`src/rtl/ula_multiciclo.sv`:
```
// Multi-cycle ALU: single-edge logic/arithmetic/shift ops plus an unsigned
// shift-add multiplier taking WIDTH cycles, sequenced by an IDLE/MUL/DONE FSM.
module ula_multiciclo #(
  parameter int WIDTH = 16
) (
  input  logic             clock,
  input  logic             reset,
  input  logic             start,
  input  logic [3:0]       ALUControl,
  input  logic [WIDTH-1:0] A,
  input  logic [WIDTH-1:0] B,
  output logic [WIDTH-1:0] Result,
  output logic             Zero,
  output logic             Overflow,
  output logic             SLT_out,
  output logic             busy,
  output logic             done
);

  localparam int SHW = $clog2(WIDTH);
  localparam logic [SHW-1:0] LAST_STEP = SHW'(WIDTH - 1);

  localparam logic [3:0] OP_ADD = 4'b0000;
  localparam logic [3:0] OP_SUB = 4'b0001;
  localparam logic [3:0] OP_AND = 4'b0010;
  localparam logic [3:0] OP_OR  = 4'b0011;
  localparam logic [3:0] OP_SLT = 4'b0100;
  localparam logic [3:0] OP_XOR = 4'b0101;
  localparam logic [3:0] OP_NOR = 4'b0110;
  localparam logic [3:0] OP_SLL = 4'b0111;
  localparam logic [3:0] OP_SRL = 4'b1000;
  localparam logic [3:0] OP_SRA = 4'b1001;
  localparam logic [3:0] OP_MUL = 4'b1010;

  typedef enum logic [1:0] {S_IDLE, S_MUL, S_DONE} state_t;

  state_t               state_q, state_d;
  logic [WIDTH-1:0]     result_q, result_d;
  logic                 zero_q, zero_d;
  logic                 ovf_q, ovf_d;
  logic                 slt_q, slt_d;
  logic [2*WIDTH-1:0]   acc_q, acc_d;
  logic [2*WIDTH-1:0]   mcand_q, mcand_d;
  logic [WIDTH-1:0]     mplier_q, mplier_d;
  logic [SHW-1:0]       cnt_q, cnt_d;

  logic [WIDTH-1:0]     sum, diff, alu_res;
  logic [SHW-1:0]       shamt;
  logic                 add_ovf, sub_ovf, lt, alu_ovf, alu_valid;
  logic [2*WIDTH-1:0]   acc_step;

  assign sum     = A + B;
  assign diff    = A - B;
  assign shamt   = B[SHW-1:0];
  assign add_ovf = (A[WIDTH-1] == B[WIDTH-1]) && (sum[WIDTH-1] != A[WIDTH-1]);
  assign sub_ovf = (A[WIDTH-1] != B[WIDTH-1]) && (diff[WIDTH-1] != A[WIDTH-1]);
  assign lt      = diff[WIDTH-1] ^ sub_ovf;

  // Single-edge datapath; unknown codes yield zero with every flag clear.
  always_comb begin
    // NOTE: every output gets a default first so no path can infer a latch.
    alu_res   = '0;
    alu_ovf   = 1'b0;
    alu_valid = 1'b1;
    case (ALUControl)
      OP_ADD: begin alu_res = sum;  alu_ovf = add_ovf; end
      OP_SUB: begin alu_res = diff; alu_ovf = sub_ovf; end
      OP_AND: alu_res = A & B;
      OP_OR:  alu_res = A | B;
      OP_SLT: alu_res = {{(WIDTH-1){1'b0}}, lt};
      OP_XOR: alu_res = A ^ B;
      OP_NOR: alu_res = ~(A | B);
      OP_SLL: alu_res = A << shamt;
      OP_SRL: alu_res = A >> shamt;
      OP_SRA: alu_res = $unsigned($signed(A) >>> shamt);
      default: alu_valid = 1'b0;
    endcase
  end

  assign acc_step = mplier_q[0] ? (acc_q + mcand_q) : acc_q;

  always_comb begin
    state_d  = state_q;
    result_d = result_q;
    zero_d   = zero_q;
    ovf_d    = ovf_q;
    slt_d    = slt_q;
    acc_d    = acc_q;
    mcand_d  = mcand_q;
    mplier_d = mplier_q;
    cnt_d    = cnt_q;
    case (state_q)
      S_IDLE: begin
        if (start) begin
          if (ALUControl == OP_MUL) begin
            acc_d    = '0;
            mcand_d  = {{WIDTH{1'b0}}, A};
            mplier_d = B;
            cnt_d    = '0;
            state_d  = S_MUL;
          end else begin
            result_d = alu_res;
            zero_d   = alu_valid && (alu_res == '0);
            ovf_d    = alu_ovf;
            if (ALUControl == OP_SLT) slt_d = lt;
            state_d  = S_DONE;
          end
        end
      end
      S_MUL: begin
        acc_d    = acc_step;
        mcand_d  = mcand_q << 1;
        mplier_d = mplier_q >> 1;
        cnt_d    = cnt_q + SHW'(1);
        if (cnt_q == LAST_STEP) begin
          result_d = acc_step[WIDTH-1:0];
          zero_d   = (acc_step[WIDTH-1:0] == '0);
          ovf_d    = |acc_step[2*WIDTH-1:WIDTH];
          state_d  = S_DONE;
        end
      end
      S_DONE:  state_d = S_IDLE;
      default: state_d = S_IDLE;
    endcase
  end

  always_ff @(posedge clock) begin
    // NOTE: non-blocking assignments keep every register sampling pre-edge values.
    if (reset) begin
      state_q  <= S_IDLE;
      result_q <= '0;
      zero_q   <= 1'b0;
      ovf_q    <= 1'b0;
      slt_q    <= 1'b0;
      acc_q    <= '0;
      mcand_q  <= '0;
      mplier_q <= '0;
      cnt_q    <= '0;
    end else begin
      state_q  <= state_d;
      result_q <= result_d;
      zero_q   <= zero_d;
      ovf_q    <= ovf_d;
      slt_q    <= slt_d;
      acc_q    <= acc_d;
      mcand_q  <= mcand_d;
      mplier_q <= mplier_d;
      cnt_q    <= cnt_d;
    end
  end

  assign Result   = result_q;
  assign Zero     = zero_q;
  assign Overflow = ovf_q;
  assign SLT_out  = slt_q;
  assign busy     = (state_q == S_MUL);
  assign done     = (state_q == S_DONE);

endmodule
```
`config.mk`:
```
export PLATFORM = sky130hd
export DESIGN_NAME = ula_multiciclo
export DESIGN_NICKNAME = d
export VERILOG_FILES = /design/src/rtl/ula_multiciclo.sv
export SDC_FILE = /design/constraint.sdc
export NUM_CORES = 1
export LEC_CHECK = 0
export ABC_CLOCK_PERIOD_IN_PS = 5850
export BUFFER_PORTS_ARGS = -buffer_cell sky130_fd_sc_hd__buf_2
export CAP_MARGIN = 30
export CORE_MARGIN = 2
export CORE_UTILIZATION = 30
export CTS_CLUSTER_SIZE = 40
export DETAILED_ROUTE_END_ITERATION = 6
export PLACE_DENSITY = 0.5
export SLEW_MARGIN = 0
export SYNTH_ARGS = -nofsm -noshare
export SYNTH_HDL_FRONTEND = slang
export SYNTH_SLANG_ARGS = --single-unit
```
`constraint.sdc`:
```
create_clock -name clock -period 5.85 [get_ports clock]
set_input_delay 0.8775 -clock clock [delete_from_list [all_inputs] [get_ports clock]]
set_output_delay 0.8775 -clock clock [all_outputs]
set_load 0.01 [all_outputs]
```
==> metrics.yaml <==
outcome:
  status: "complete, but fails checks"
  failed_checks: "design-rule violations"
worst_setup_path:
  worstPathArrival_ps: 5170
  start_kind: "input pin"
  worstPathRequired_ps: 6140
  endpoint_kind: "flop"
  crit_type: "input pin to flop"
  crit_fanout: 12
route:
  viasPerCell: 5.84
  routedWlPerCell_um: 21.2
  drt_iter0_markers: 822
  wl_um: 38300
  via_count: 10546
  route.detailed.drc: 7
  postRouteAntennaNets: 0
  drt_first_pass_iters: 7
die:
  num_io_pins: 60
  die_h_um: 190
  die_w_um: 190
  die_area_mm2: 0.0362
  initial_core_util_pct: 30.3
  coreArea_mm2: 0.0344
  rows: 68
synth:
  synthCells: 1378
  synthFlopType: "dfxtp_1"
  synth_seq_cells: 105
  async_reset_ff_share_pct: 0
  yosysUniqueCellTypes: 77
  seq_area_frac_synth_pct: 20.2
  synthesis.nets: 1501
  yosys_warnings: 0
  syn_avg_cell_area_um2: 7.56
  synth_edf_count: 0
  netlist_area_mm2: 0.0104
cells_and_area:
  mostFrequentLayoutCells: "nor2_1 (170), nand2_1 (154), dfxtp_1 (105)"
  postLayoutCoreUtil_pct: 32.9
  final_common_cell: "nor2_1"
  n_antenna_cell: 0
  layout-drive-gt1-share_pct: 12.7
  nets: 1468
  fillCellCount: 3764
  area_growth_pct: 8.64
power_and_ir_drop:
  total_power_uw: 1920
  power_density_mw_per_mm2: 169
  ir_worst_vdd_mv: 0.116
  cellLeakagePower_uw: 0.00451
global_routing:
  antenna_found_initial: 0
  grt_pass1_vias: 9929
  grt_max_degree: 69
  grt_pass1_wl_um: 59600
  grt-ovfl-total: 0
  grt_usage_pct: 21.0
sta:
  worstMarginPinSlew_ps: 912
  period_needed_ps: 4880
  maxSlewViolCount: 0
  tns_ps: 0
  hold_viol_final: 0
  timing.clock.skew_ps: 10.5
  rsz0062_at_grt: "false"
  slew_headroom_pct: 38.5
  setup_violations: 0
  fmax_mhz: 205
  min_period_over_period_pct: 83.3
clocking:
  cts_max_level: 3
  hold_buffers: 0
  ctsResizeCount: 0
  post_cts_buffers: 0
  cts.path.max_buffers: 2
  clk_pin_slew_ps: 80
  cts_tree: "built"
  cts.sinks: 105
  insertion_delay_ps: 360
  cts_buffers: 9
  cts_root_buf: "clkbuf_16"
placement:
  portBuffers: 59
  hpwlAfterDp_um: 28800
  routabilityCongestion: 0.940
min_path:
  min_path_type: "flop to flop"
flow_run:
  drv_cap: 0
[sequential cells by signal, indices dropped and copies added (netlist names)]
| register | flops |
|---|---|
| Result | 16 |
| Overflow | 1 |
| mcand_q | 32 |
| mplier_q | 16 |
| Zero | 1 |
| SLT_out | 1 |
| state_q | 2 |
| acc_q | 32 |
| cnt_q | 4 |
[worst max-delay path, cell delays in order]
cell and delay (ps):
buf_2 240, inv_1 110, ha_1 440, nor3_1 220, nand2_1 120, nand3_1 190, nand3_1 120, a21oi_1 210
o21ai_0 140, a21oi_1 160, nor2_1 50, nor2_1 80, nor2_1 60, fa_1 400, mux2i_1 150, o31ai_1 80
a21oi_1 290, o2111ai_1 160, nor4_1 290, nand4_1 120, or4_1 490, o22ai_2 140
[routing by layer]
| layer | vias to the layer above | global-route usage (%) | share of wire [%] |
|---|---|---|---|
| met5 | - | 0 | 0 |
| met4 | 0 | 7.81 | 3.1 |
| met3 | 52 | 2.76 | 5.8 |
| met2 | 365 | 32.8 | 44 |
| met1 | 5068 | 29.5 | 47 |
| li1 | 5061 | - | - |
[synthesized netlist by cell type (5+ instances only)]
library cell / n / area, µm²
xor2_1: 11 / 96.3
dfxtp_1: 105 / 2100
a222oi_1: 9 / 90.1
and3_1: 8 / 50.1
a2bb2oi_1: 5 / 43.8
o2111ai_1: 5 / 43.8
o221a_2: 8 / 90.1
xnor2_1: 20 / 175
o21ai_0: 61 / 305
nor2_1: 171 / 642
a31oi_1: 8 / 50.1
a22oi_1: 47 / 353
o21bai_1: 11 / 82.6
a21oi_1: 98 / 490
nand4_1: 22 / 138
a311oi_1: 28 / 245
clkbuf_1: 107 / 402
ha_1: 80 / 1000
mux4_2: 30 / 676
a21o_1: 24 / 180
mux2i_1: 18 / 180
nand2b_1: 16 / 100
a211oi_1: 19 / 143
nor4_1: 11 / 68.8
o21a_1: 7 / 52.6
nand3b_1: 5 / 37.5
nor2b_1: 17 / 106
buf_2: 6 / 30.0
o22ai_1: 8 / 50.1
or4_1: 10 / 75.1
nand3_1: 20 / 100
a2111oi_0: 8 / 70.1
inv_1: 49 / 184
a221oi_1: 11 / 96.3
o211ai_1: 15 / 113
nand2_1: 154 / 578
nor3_1: 31 / 155
buf_1: 11 / 41.3
o221ai_1: 8 / 70.1
o311ai_0: 5 / 43.8
mux2_2: 16 / 180
[where the power goes]
| part | switching (µW) | total (µW) | internal (µW) |
|---|---|---|---|
| Clock | 291 | 640 | 349 |
| Combinational | 342 | 533 | 191 |
| Sequential | 13.6 | 745 | 731 |
| Total | 646 | 1920 | 1270 |
[final timing paths]
| check | startpoint | endpoint | slack [ps] | cells after the start |
|---|---|---|---|---|
| worst max-delay path | A[4] | Zero | 970 | 22 |
| worst min-delay path | Result[1] | Result[1] | 470 | 2 |
| worst max register to register | mcand_q[0] | Zero | 1720 | 12 |
| worst min register to register | Result[1] | Result[1] | 470 | 2 |
[stage by stage]
stage	hold slack (ps)	std cells	setup slack, ps	instance area (µm²)
after floorplan	445	1378	862	10400
final	473	1805	975	11300
after global routing	502	1805	614	11300
after CTS	476	1805	1040	11300
after detailed placement	466	1789	661	11000
after global placement	461	1788	762	11000
[final cells by class]
cell class                      count  area, µm²  area share [%]
Clock buffer                       10        239            2.11
Clock inverter                      6       73.8           0.652
Sequential cell                   105       2100            18.6
Tap cell                          455        569            5.03
Multi-Input combinational cell   1097       7680            67.8
Inverter                           52        195            1.72
Timing Repair Buffer               80        468            4.13
[cell families after synthesis]
family / after synthesis / share of synthesized area [%]
AO/OA/AOI/OAI: 425 / 28.7
XOR/XNOR: 31 / 2.61
adder cells (fa/ha/maj): 84 / 10.4
buffers and inverters: 176 / 6.41
flip-flops: 105 / 20.2
multiplexers: 65 / 10.1
AND/OR/NAND/NOR: 492 / 21.7
(Power assumes the default switching activity.)
